### src/rtl/fetch_if.sv
// Fetch-stage bus: hazard/redirect control in, ROM address/data, IF/ID register out.
interface fetch_if #(
  parameter int unsigned ADDR_W = 5
);
  logic              stall;
  logic              redirect_valid;
  logic [31:0]       redirect_pc;
  logic [ADDR_W-1:0] rom_addr;
  logic [31:0]       rom_instr;
  logic              if_valid;
  logic [31:0]       if_pc;
  logic [31:0]       if_instr;
  logic              halted;

  // Environment side: hazard unit, branch resolution, ROM and decode.
  modport master (
    output stall, redirect_valid, redirect_pc, rom_instr,
    input  rom_addr, if_valid, if_pc, if_instr, halted
  );

  // Fetch stage side.
  modport slave (
    input  stall, redirect_valid, redirect_pc, rom_instr,
    output rom_addr, if_valid, if_pc, if_instr, halted
  );
endinterface

### src/rtl/fetch_stage.sv
// Instruction fetch: owns the PC, addresses the ROM and fills the IF/ID register.
// Handles stall, redirect (flush) and stops on the halt encoding until redirected.
module fetch_stage #(
  parameter int unsigned ADDR_W    = 5,
  parameter logic [31:0] NOP_INSN  = 32'h0000_0013,
  parameter logic [31:0] HALT_INSN = 32'hFFFF_FFFF
) (
  input  logic   clk,
  input  logic   rst,
  fetch_if.slave bus
);

  typedef enum logic {
    RUN    = 1'b0,
    HALTED = 1'b1
  } state_e;

  state_e      state_q, state_d;
  logic [31:0] pc_q, pc_d;
  logic        if_valid_q, if_valid_d;
  logic [31:0] if_pc_q, if_pc_d;
  logic [31:0] if_instr_q, if_instr_d;

  always_ff @(posedge clk) begin
    if (rst) begin
      state_q    <= RUN;
      pc_q       <= 32'd0;
      if_valid_q <= 1'b0;
      if_pc_q    <= 32'd0;
      if_instr_q <= NOP_INSN;
    end else begin
      state_q    <= state_d;
      pc_q       <= pc_d;
      if_valid_q <= if_valid_d;
      if_pc_q    <= if_pc_d;
      if_instr_q <= if_instr_d;
    end
  end

  // Priority: redirect beats stall beats normal fetch; hold is the default.
  always_comb begin
    state_d    = state_q;
    pc_d       = pc_q;
    if_valid_d = if_valid_q;
    if_pc_d    = if_pc_q;
    if_instr_d = if_instr_q;

    if (bus.redirect_valid) begin
      // Wrong-path word (including a halt) is dropped; low target bits ignored.
      state_d    = RUN;
      pc_d       = bus.redirect_pc & ~32'd3;
      if_valid_d = 1'b0;
      if_pc_d    = 32'd0;
      if_instr_d = NOP_INSN;
    end else if (!bus.stall) begin
      case (state_q)
        RUN: begin
          if_valid_d = 1'b1;
          if_pc_d    = pc_q;
          if_instr_d = bus.rom_instr;
          if (bus.rom_instr == HALT_INSN) begin
            state_d = HALTED;
          end else begin
            pc_d = pc_q + 32'd4;
          end
        end
        HALTED: begin
          if_valid_d = 1'b0;
          if_instr_d = NOP_INSN;
        end
        default: state_d = RUN;
      endcase
    end
  end

  assign bus.rom_addr = pc_q[ADDR_W+1:2];
  assign bus.if_valid = if_valid_q;
  assign bus.if_pc    = if_pc_q;
  assign bus.if_instr = if_instr_q;
  assign bus.halted   = (state_q == HALTED);

endmodule

### src/flat_wrapper.sv
// flat-port wrapper written by rule: the top's interface ports become plain ports
module fetch_stage_flat 
#(
  parameter int unsigned ADDR_W    = 5,
  parameter logic [31:0] NOP_INSN  = 32'h0000_0013,
  parameter logic [31:0] HALT_INSN = 32'hFFFF_FFFF
)
  (clk, rst, bus_stall, bus_redirect_valid, bus_redirect_pc, bus_rom_instr, bus_rom_addr, bus_if_valid, bus_if_pc, bus_if_instr, bus_halted);
  fetch_if #(.ADDR_W(ADDR_W)) bus_i ();
  input  logic clk;
  input  logic rst;
  input wire logic [$bits(bus_i.stall)-1:0] bus_stall;
  input wire logic [$bits(bus_i.redirect_valid)-1:0] bus_redirect_valid;
  input wire logic [$bits(bus_i.redirect_pc)-1:0] bus_redirect_pc;
  input wire logic [$bits(bus_i.rom_instr)-1:0] bus_rom_instr;
  output wire logic [$bits(bus_i.rom_addr)-1:0] bus_rom_addr;
  output wire logic [$bits(bus_i.if_valid)-1:0] bus_if_valid;
  output wire logic [$bits(bus_i.if_pc)-1:0] bus_if_pc;
  output wire logic [$bits(bus_i.if_instr)-1:0] bus_if_instr;
  output wire logic [$bits(bus_i.halted)-1:0] bus_halted;
  assign bus_i.stall = bus_stall;
  assign bus_i.redirect_valid = bus_redirect_valid;
  assign bus_i.redirect_pc = bus_redirect_pc;
  assign bus_i.rom_instr = bus_rom_instr;
  assign bus_rom_addr = bus_i.rom_addr;
  assign bus_if_valid = bus_i.if_valid;
  assign bus_if_pc = bus_i.if_pc;
  assign bus_if_instr = bus_i.if_instr;
  assign bus_halted = bus_i.halted;
  fetch_stage #(.ADDR_W(ADDR_W), .NOP_INSN(NOP_INSN), .HALT_INSN(HALT_INSN)) u_core (.clk(clk), .rst(rst), .bus(bus_i));
endmodule
### config.mk
export PLATFORM = sky130hd
export DESIGN_NAME = fetch_stage_flat
export DESIGN_NICKNAME = d
export VERILOG_FILES = /design/src/rtl/fetch_if.sv /design/src/rtl/fetch_stage.sv /design/src/flat_wrapper.sv
export SDC_FILE = /design/constraint.sdc
export NUM_CORES = 1
export LEC_CHECK = 0
export ABC_AREA = 0
export CAP_MARGIN = 20
export CORE_MARGIN = 2
export CORE_UTILIZATION = 41
export DETAILED_ROUTE_END_ITERATION = 10
export HOLD_SLACK_MARGIN = 0.03
export PLACE_DENSITY_LB_ADDON = 0.2
export SLEW_MARGIN = 15
export SYNTH_ARGS = -nofsm -noshare
export SYNTH_HDL_FRONTEND = slang
export SYNTH_SLANG_ARGS = --single-unit
### constraint.sdc
create_clock -name clk -period 2 [get_ports clk]
set_input_delay 0.4 -clock clk [delete_from_list [all_inputs] [get_ports clk]]
set_output_delay 0.4 -clock clk [all_outputs]
set_load 0.02 [all_outputs]
==> metrics.yaml <==
drt:
  route.detailed.drc: 0
  first_iter_violations: 224
  post_drt_wl_per_cell_um: 15.95
  totalWireLength_mm: 12.39
  routed-via-count: 4131
  dr.pass1.iters: 5
  vias_per_cell: 5.317
  antenna_left: 0
placed_design:
  hpwl_mm: 8.797
  globalplace.congestion: 0.8976
  portBuffers: 134
  preCtsSetupSlack_ns: -0.3671
clocking:
  path_clk_slew_ns: 0.10
  clockBufferDepth: 2
  cts_tree: "yes"
  numCtsBuffers: 9
  cts_sinks: 94
  ctsHoldBuffers: 0
  clock_latency_ns: 0.36
  h-tree-depth: 3
  cts_root_buf: "clkbuf_8"
synthesis:
  synth_top_cell_by_area: "dfxtp_1"
  synthTopCellsByArea: "dfxtp_1 (45%), nand2_1 (7.0%), a22oi_1 (5.2%), a21oi_1 (5.2%), xnor2_1 (4.6%)"
  synthSimpleGateAreaFrac_pct: 20.27
  synth_compound_area_share_pct: 23.19
  synth_warnings: 0
  ys_ff_latch: 94
  synth_async_sr_flop_share_pct: 0
  syn_area_per_cell_um2: 8.667
  synthCells: 480
  synth_edf_count: 0
  synth_mux_area_share_pct: 0.7218
  synth_top_family_by_area: "compound AO/OA/AOI/OAI gates"
  ys_seq_area_share_pct: 45.23
  ys_types: 35
  synthFlopType: "dfxtp_1"
  yosys.area_share.xor_xnor_pct: 4.632
  yosysTopAreaCellShare_pct: 45.23
  synthAdderAreaFrac_pct: 0.3008
  syn_area_mm2: 0.004160
  synthTopCellsByCount: "dfxtp_1 (94), nand2_1 (78), nor2_1 (45)"
  synth_most_common_cell: "dfxtp_1"
cells_and_area:
  syn_to_final_growth_pct: 50.50
  final_util_pct: 63.76
  drive_gt1_share_pct: 15.37
  nets: 709
  diodes: 0
flow_run:
  cap_violations: 0
setup_path:
  end_kind: "register"
  crit_fanout: 12
  critical_path.cell_chain: "clkdlybuf4s50_1 -> nand4_1 -> nor4_4 -> buf_4 -> clkbuf_16 -> a2111oi_0 -> xnor2_1 -> a21oi_1"
  slowest_delay_ns: 0.54
  start_kind: "input port"
  worstPathArrival_ns: 2.25
  critPathBufInv: 3
  critPathSlowestCell: "a2111oi_0"
  critical_path_class: "input port to register"
  required_ns: 2.25
  cpLargestDelayFamily: "buffers and inverters"
grt:
  grt_use_total_pct: 21.27
  top_usage_layer: "met2"
  grt.overflow.total: 0
  grt_max_degree: 40
  use_met3_pct: 4.803
  grt_use_met2_pct: 34.97
  grt_use_met1_pct: 28.12
  grt_pass1_wl_mm: 18.98
  antenna_found_initial: 0
  grt_pass1_vias: 3836
hold_path:
  min-delay-path-class: "register to register"
timing:
  fin_crit_sh_pct: 99.83
  fin_ws_ns: 0.003397
  slew_viol_final: 0
  fin_setup_tns_ns: 0
  finalCriticalPeriod_ns: 1.997
  relSlewSlack_pct: 64.21
  tightest_slew_ns: 0.5234
  rsz0062_at_grt: "yes"
  setup_viol: 0
  clock_skew_ns: 0.01298
  fmax_mhz: 500.9
  final-hold-violation-count: 0
power:
  vdd_drop_max_v: 0.0003436
  clockPowerShare_pct: 31.7
  p_seq_share_pct: 52.0
  power_density_mw_per_mm2: 620.0
  p_comb_share_pct: 16.3
  p_int_mw: 2.852
  p_leak_nw: 2.203
  swShare_pct: 26.53
  p_sw_mw: 1.030
floorplanning:
  die-area_mm2: 0.01097
  core_area_mm2: 0.009819
  num_rows: 36
  start_util_pct: 42.37
  ioPinCount: 139
  die_h_um: 104.7
  die_w_um: 104.7
status:
  status: "finished clean"
## timing repair
action                     CTS  global route
setup buffers                0             8
setup endpoints to repair    0            18
resized for setup            0            17
## power groups by stage
stage	sequential [mW]	clock [mW]	combinational (mW)
2_1_floorplan	2.09	0	0.253
3_3_place_gp	2.05	0	0.617
3_5_place_dp	2.06	0	0.625
4_1_cts	2.02	1.27	0.628
5_1_grt	2.03	1.34	0.681
6_report	2.02	1.23	0.633
## logic make-up (layout without fill, tap and decap cells)
logic type,Yosys count,after routing
AOI/OAI and AO/OA,135,135
muxes,3,3
adders and majority gates,1,1
xor gates and xnor gates,22,22
DFF,94,94
and+or+nand+nor,174,174
other,1,2
buffers and inverters,50,213
## cell usage in the layout (no fill, tap or decap), drive strengths merged, types with 2 or more instances in the layout
cell             n
a2111oi         18
a211oi          23
a21oi           44
a22oi           29
a31oi            2
and2             2
and3             6
and4             6
buf             55
clkbuf          11
clkdlybuf4s50  133
clkinvlp         3
conb             2
dfxtp           94
inv              8
mux2i            3
nand2           78
nand3            5
nand4           19
nor2            46
nor2b            3
nor3             5
nor4             2
o21ai           12
o22ai            5
or2              2
xnor2           22
## worst paths after layout
path | startpoint | to | slack [ns] | cells after the start
setup / recovery | bus_rom_instr[26] | u_core.pc_q[11]$_SDFFE_PP0P_ | 0.003 | 8
hold / removal | u_core.bus.if_pc[17]$_SDFFE_PP0P_ | u_core.bus.if_pc[17]$_SDFFE_PP0P_ | 0.46 | 2
setup reg to reg | u_core.pc_q[4]$_SDFFE_PP0P_ | u_core.pc_q[19]$_SDFFE_PP0P_ | 0.11 | 5
hold reg to reg | u_core.bus.if_pc[17]$_SDFFE_PP0P_ | u_core.bus.if_pc[17]$_SDFFE_PP0P_ | 0.46 | 2
## per-layer routing
| metal | up-vias | share of wire [%] |
|---|---|---|
| met3 | 18 | 5.2 |
| met5 | - | 0 |
| met1 | 1944 | 44 |
| met2 | 121 | 49 |
| met4 | 0 | 1.9 |
| li1 | 2048 | - |
## final cells by class
cell class	instances	area (µm²)
Multi-Input combinational cell	337	2128
Inverter	8	30.03
Tap cell	133	166.4
Sequential cell	94	1883
Clock buffer	10	127.6
Fill cell	884	3558
Timing Repair Buffer	190	1864
Clock inverter	5	61.31
## worst register-to-register path: stages (launching register included)
cell	delay (ns)
dfxtp_1	0.39
and4_2	0.32
nand4_2	0.26
a2111oi_2	0.44
nor3_1	0.08
a2111oi_1	0.30
## stage by stage
step / cells / hold slack, ns / power, mW / instance area (µm²)
final: 777 / 0.4591 / 3.882 / 6261
after global routing: 777 / 0.4526 / 4.045 / 6261
after CTS: 768 / 0.4610 / 3.911 / 6077
after detailed placement: 753 / 0.4472 / 2.684 / 5888
after global placement: 753 / 0.4449 / 2.671 / 5888
after floorplan: 481 / 0.4401 / 2.342 / 4164
## registers in the layout, summed over array words and instances (netlist names)
name and flops:
u_core.bus.halted 1, u_core.pc_q 30, u_core.bus.if_instr 32, u_core.bus.if_valid 1
u_core.bus.if_pc 30
(Power assumes the default switching activity.)
==> patch 1, RTL diff (config.mk and constraints unchanged) <==
`ADDR_W` is set to 5 in 3 places; all go to 4.
--- a/src/rtl/fetch_if.sv
+++ b/src/rtl/fetch_if.sv
@@ -1,6 +1,6 @@
 // Fetch-stage bus: hazard/redirect control in, ROM address/data, IF/ID register out.
 interface fetch_if #(
-  parameter int unsigned ADDR_W = 5
+  parameter int unsigned ADDR_W = 4
 );
   logic              stall;
   logic              redirect_valid;
--- a/src/rtl/fetch_stage.sv
+++ b/src/rtl/fetch_stage.sv
@@ -1,7 +1,7 @@
 // Instruction fetch: owns the PC, addresses the ROM and fills the IF/ID register.
 // Handles stall, redirect (flush) and stops on the halt encoding until redirected.
 module fetch_stage #(
-  parameter int unsigned ADDR_W    = 5,
+  parameter int unsigned ADDR_W    = 4,
   parameter logic [31:0] NOP_INSN  = 32'h0000_0013,
   parameter logic [31:0] HALT_INSN = 32'hFFFF_FFFF
 ) (
--- a/src/flat_wrapper.sv
+++ b/src/flat_wrapper.sv
@@ -1,7 +1,7 @@
 // flat-port wrapper written by rule: the top's interface ports become plain ports
 module fetch_stage_flat 
 #(
-  parameter int unsigned ADDR_W    = 5,
+  parameter int unsigned ADDR_W    = 4,
   parameter logic [31:0] NOP_INSN  = 32'h0000_0013,
   parameter logic [31:0] HALT_INSN = 32'hFFFF_FFFF
 )
Ports: changed (resized bus_rom_addr); port bits go from 139 to 138. No check against the original RTL was run, so the function may have changed too.
==> patch 1 against the original RTL <==
  * Synthesized cell count is 0.21% lower
  * Clock skew is 0.00064 ns lower
  * Worst setup slack better by 0.041 ns
  * Cell area is 1.8% lower
  * Power is 1.0% higher
  * Critical endpoint is now u_core.pc_q[4]
  * Die area is 0.17% lower
  * Area after synthesis is 0.18% lower
  * Sequential cell count stayed put
  * Wire length is 3.0% lower
  * Clock power is 4% higher
  * Non-clock buffer count is 1 lower
  * Worst hold slack hardly changed
  * Sequential power hardly changed
  * Combinational power is 2% lower
==> patch 1: results (changes against the original RTL) <==
* Post-place setup slack at -0.320 ns (+0.0468 ns)
* Reg-to-Reg Start: u_core.pc_q[2]
* Routed Antenna Nets at 0 (unchanged)
* Clk_lat worst skew at ~0.37 ns
* Clock Skew at 0.0123 ns (-0.000635 ns)
* Crit-path max FO at 26 (+14)
* GRT Util Overall at 22.2% (+0.90 points)
* I/O Buffers at 133 (-0.75%)
* DR pass1 iterations at 4 (-1)
* First-pass GRT wire length at 19700 µm (+3.9%)
* Number of library cell types mapped by synthesis at 35 (unchanged)
* WL per Instance at 15.5 µm (-3.0%)
* Area contributors post-synth: dfxtp_1 45%, nand2_1 7.1%, a22oi_1 5.2%, a21oi_1 5.2%, xnor2_1 4.6%
* Worst hold start: u_core.bus.if_pc[26]
* # diodes at 0 (unchanged)
* DPL Wire Length at 8880 µm (+0.89%)
* Max reg flops at 32 (unchanged)
* Vias in the first global route at 4027 (+5.0%)
* Final Hold Slack at 0.459 ns (-0.000239 ns)
* Clock-pin slew on the worst setup and hold paths at 0.09 ns
* Synth async-reset ratio at 0% (unchanged)
* R2r worst-path depth at 6 (+1)
* Met1 usage in global routing at 28.4% (+0.25 points)
* Seq/Total Area, Yosys at 45.3% (+0.082 points)
* Synth warn at 0 (unchanged)
* R2r setup slk at 0.14 ns (+0.03 ns)
* Antenna violations before repair at 0 (unchanged)
* Status: finished, final reports clean
* Share of layout cells above drive strength 1 at 15.4% (unchanged)
* Worst Setup Slack, final at 0.0448 ns (+0.0414 ns)
* WHS Path Cells at 2 (unchanged)
* R2R Path End: u_core.pc_q[28]
* Htree depth at 3 (unchanged)
* DR vias/cell at 5.31 (about the same)
* Largest net degree at the start of global routing at 32 (-20%)
* Root Buffer: clkbuf_8
* Hold WC Path Type: flip-flop to flip-flop
* Relative slew margins at 64.2% (about the same)
* VDD IR max at 0.372 mV (+8.4%)
* Hold EP: u_core.bus.if_pc[26]
* GPL Wtd Cong at 0.859 (-4.3%)
* Critical path data arrival time at 2.23 ns (-0.02 ns)
* Leak at 2.18 nW (-0.83%)
* Post-synth top cells: 94 x dfxtp_1, 78 x nand2_1, 45 x nor2_1
* Met2 GRT Util at 36.6% (+1.6 points)
* Fillers at 901 (+1.9%)
* Fin nets at 708 (-0.14%)
* GRT met3 Usage at 5.36% (+0.56 points)
* Initial DRC count at 197 (-12%)
==> patch 1: changes by cell type in the layout (fill, tap and decap cells not counted), sizes merged <==
cell          change
buf               +1
clkbuf            -1
dlymetal6s2s      -1
inv               +1
==> patch 1: cell families (layout without fill, tap and decap cells) <==
| kind of cell | after synthesis | in the layout | synth area share (%) |
|---|---|---|---|
| xor gates and xnor gates | 22 | 22 | 4.64 |
| AOI/OAI and AO/OA | 135 | 135 | 23.2 |
| DFF | 94 | 94 | 45.3 |
| adders and majority gates | 1 | 1 | 0.301 |
| other | 1 | 2 | 0.0903 |
| buffers and inverters | 49 | 213 | 5.39 |
| muxes | 3 | 3 | 0.723 |
| and+or+nand+nor | 174 | 174 | 20.3 |
==> patch 1: area by class of cell <==
type	count	area share (%)
multi-input cells	337	33.7
flip-flops and latches	94	30.6
repair buffers	189	29.2
well taps	133	2.71
clock buffers	10	2.08
clock inverters	6	1.14
inverters	8	0.488
==> patch 1: routing by layer <==
metal | vias up | wire (µm)
met3 | 25 | 693
li1 | 2048 | -
met1 | 1932 | 5380
met4 | 0 | 284
met5 | - | 0
met2 | 123 | 5670
==> patch 1: what timing repair did <==
| item | in CTS | in global routing |
|---|---|---|
| buffers inserted | 0 | 3 |
| pin swaps | 0 | 1 |
| hold buffers | 0 | 0 |
| endpoints found under the setup margin | 1 | 19 |
| hold endpoints to repair | 0 | 0 |
| resized for setup | 1 | 10 |
==> patch 1: through the flow <==
step	total power [W]	std cells	area (µm²)	TNS (ns)
6_report	0.00392	777	6150	0
2_1_floorplan	0.00234	480	4160	0
5_1_grt	0.00409	777	6150	-0.00729
3_5_place_dp	0.00268	758	5900	-7.63
4_1_cts	0.00395	774	6100	0
3_3_place_gp	0.00267	758	5900	-7.60
==> patch 1: how the worst max path moves through the flow <==
stage | endpoint | depth (start not counted) | startpoint
floorplan | u_core.pc_q[6] | 6 | bus_rom_instr[30]
CTS | u_core.pc_q[14] | 7 | u_core.pc_q[2]
global placement | u_core.pc_q[29] | 8 | bus_rom_instr[3]
detailed placement | u_core.pc_q[29] | 8 | bus_rom_instr[30]
finish | u_core.pc_q[4] | 7 | bus_rom_instr[17]
global route | u_core.pc_q[3] | 7 | bus_rom_instr[17]
==> patch 1: critical path, cell delays in order <==
cell and delay, ns:
clkdlybuf4s50_1 0.48, nand4_1 0.17, nor4_4 0.38, buf_12 0.23, a21oi_2 0.12, and4_1 0.23, a2111oi_2 0.19
==> patch 1: report_power, final <==
| part | leakage [nW] | switching (W) | internal, W |
|---|---|---|---|
| Clock | 0.0891 | 0.000695 | 0.000585 |
| Sequential | 0.770 | 0.0000703 | 0.00195 |
| Combinational | 1.33 | 0.000295 | 0.000328 |
==> patch 2, RTL diff (same flow settings) <==
Without the edit above. Take the reset off `pc_q` and load it in a clocked block of its own.
--- a/src/rtl/fetch_stage.sv
+++ b/src/rtl/fetch_stage.sv
@@ -24,17 +24,19 @@
   always_ff @(posedge clk) begin
     if (rst) begin
       state_q    <= RUN;
-      pc_q       <= 32'd0;
       if_valid_q <= 1'b0;
       if_pc_q    <= 32'd0;
       if_instr_q <= NOP_INSN;
     end else begin
       state_q    <= state_d;
-      pc_q       <= pc_d;
       if_valid_q <= if_valid_d;
       if_pc_q    <= if_pc_d;
       if_instr_q <= if_instr_d;
     end
+  end
+
+  always_ff @(posedge clk) begin
+    pc_q <= pc_d;
   end
 
   // Priority: redirect beats stall beats normal fetch; hold is the default.
Formal check against the unedited RTL: not equivalent (Yosys sat finds a counterexample within 4 cycles, from zero or initial values and one cycle with rst high).
==> patch 2 against the original RTL <==
  * Core utilization grew 0.19 points
  * Worst setup slack better by 0.035 ns
  * Wire length fell by 1.6%
  * Sequential cell count unchanged
  * Area after synthesis shrank 0.48%
  * Critical path type unchanged
  * Highest routed layer unchanged
  * Power rose by 14%
  * Maximum frequency increased by 1.8%
  * Cell area shrank 0.16%
==> patch 2: results (changes against the original RTL) <==
* Status: finished, final reports clean
* Cell count after placement at 752 (-0.13%)
* GRT Util Overall at 22.4% (+1.1 points)
* Clock-pin slew on the worst setup and hold paths at 0.10 ns (about the same)
* Comb. pwr at 0.000847 W (+34%)
* Post-CTS setup buffers at 0 (unchanged)
* Slowest-stage cell, CP: clkdlybuf4s50_1
* Fin nets at 699 (-1.4%)
* DPL Wire Length at 8750 µm (-0.51%)
* Number of library cell types mapped by synthesis at 32 (-8.6%)
* Synth warn at 0 (unchanged)
* WL per Instance at 15.9 µm (-0.46%)
* CP peak stage delay at 0.50 ns (-0.04 ns)
* Crit-path max FO at 30 (+18)
* P_seq at 0.00217 W (+7%)
* Fillers at 849 (-4.0%)
* Critical path data arrival time at 2.07 ns (-0.18 ns)
* Seq/Total Area, Yosys at 52.7% (+7.5 points)
* Avg Cell Area, Syn at 8.85 µm² (+2.1%)
* First-pass GRT wire length at 19700 µm (+3.9%)
* Largest net degree at the start of global routing at 51 (+28%)
* Synth async-reset ratio at 0% (unchanged)
* Post_cts resized at 4 (+4)
* Hold WC Path Type: flip-flop to flip-flop
* Vias in the first global route at 4018 (+4.7%)
* Share of layout cells above drive strength 1 at 14.0% (-1.4 points)
* Post-synth top cells: 89 x nand2_1, 64 x dfxtp_1, 49 x nor2_1
* Clock Skew at 0.0130 ns (+0.0000510 ns)
* Post-place setup slack at -0.388 ns (-0.0208 ns)
* Area contributors post-synth: dfxtp_1 31%, edfxtp_1 22%, nand2_1 8.1%, a22oi_1 5.3%, nor2_1 4.4%
* I/O Buffers at 134 (unchanged)
* Vias at 4155 (+0.58%)
* Clk. pwr at 0.00140 W (+14%)
* Root Buffer: clkbuf_8
* Initial DRC count at 235 (+4.9%)
* VDD IR max at 0.500 mV (+45%)
* Post-synth EDFFs at 30 (+30)
* Cell Area, Placed at 5980 µm² (+1.6%)
* P_sw at 0.00123 W (+19%)
* Leak at 2.30 nW (+4.3%)
* GPL Wtd Cong at 0.823 (-8.3%)
* Final cell count without fillers at 768 (-1.2%)
## patch 2: cell types whose count changed after synthesis, moves of 14 or more
cell      change
a211oi_1     -23
a31oi_1      +14
dfxtp_1      -30
edfxtp_1     +30
or4_1        +15
xnor2_1      -18
## patch 2: cell type report
type	instances	area [µm²]	area share (%)
Tap cell	133	166	2.66
Inverter	6	22.5	0.360
Clock buffer	10	149	2.38
Sequential cell	94	2180	34.9
Timing Repair Buffer	192	1850	29.6
Multi-Input combinational cell	327	1810	28.9
Clock inverter	6	73.8	1.18
## patch 2: routing by layer
layer | up-vias | routed length, µm | share of wire, % | track usage [%]
met2 | 141 | 6040 | 50 | 36.9
met3 | 31 | 607 | 5.0 | 4.26
met1 | 1982 | 5170 | 42 | 28.5
met4 | 0 | 374 | 3.1 | 9.85
li1 | 2001 | - | - | -
met5 | - | 0 | 0 | 0
## patch 2: worst max-delay path: cells and delay by family
kind	cells	cell delay, ns
AND/OR/NAND/NOR	3	0.75
AO/OA/AOI/OAI	1	0.05
buffers and inverters	3	0.85
## patch 2: cells by family after synthesis
logic type      count (synthesis)  synth area share [%]
simple gates                  202                  22.8
fa+ha+maj                       1                 0.302
other cells                     1                0.0906
compound gates                109                  16.2
xor+xnor                       12                  2.54
buf+inv                        48                  5.08
mux                             1                 0.272
flops                          94                  52.7
## patch 2: path summary, 6_finish.rpt
path	startpoint	end	slack (ns)	cells after the start
setup reg to reg	u_core.pc_q[2]	u_core.pc_q[20]	0.04	5
setup / recovery	bus_rom_instr[14]	u_core.pc_q[6]	0.04	7
hold / removal	u_core.bus.if_pc[18]	u_core.bus.if_pc[18]	0.46	2
hold reg to reg	u_core.bus.if_pc[18]	u_core.bus.if_pc[18]	0.46	2
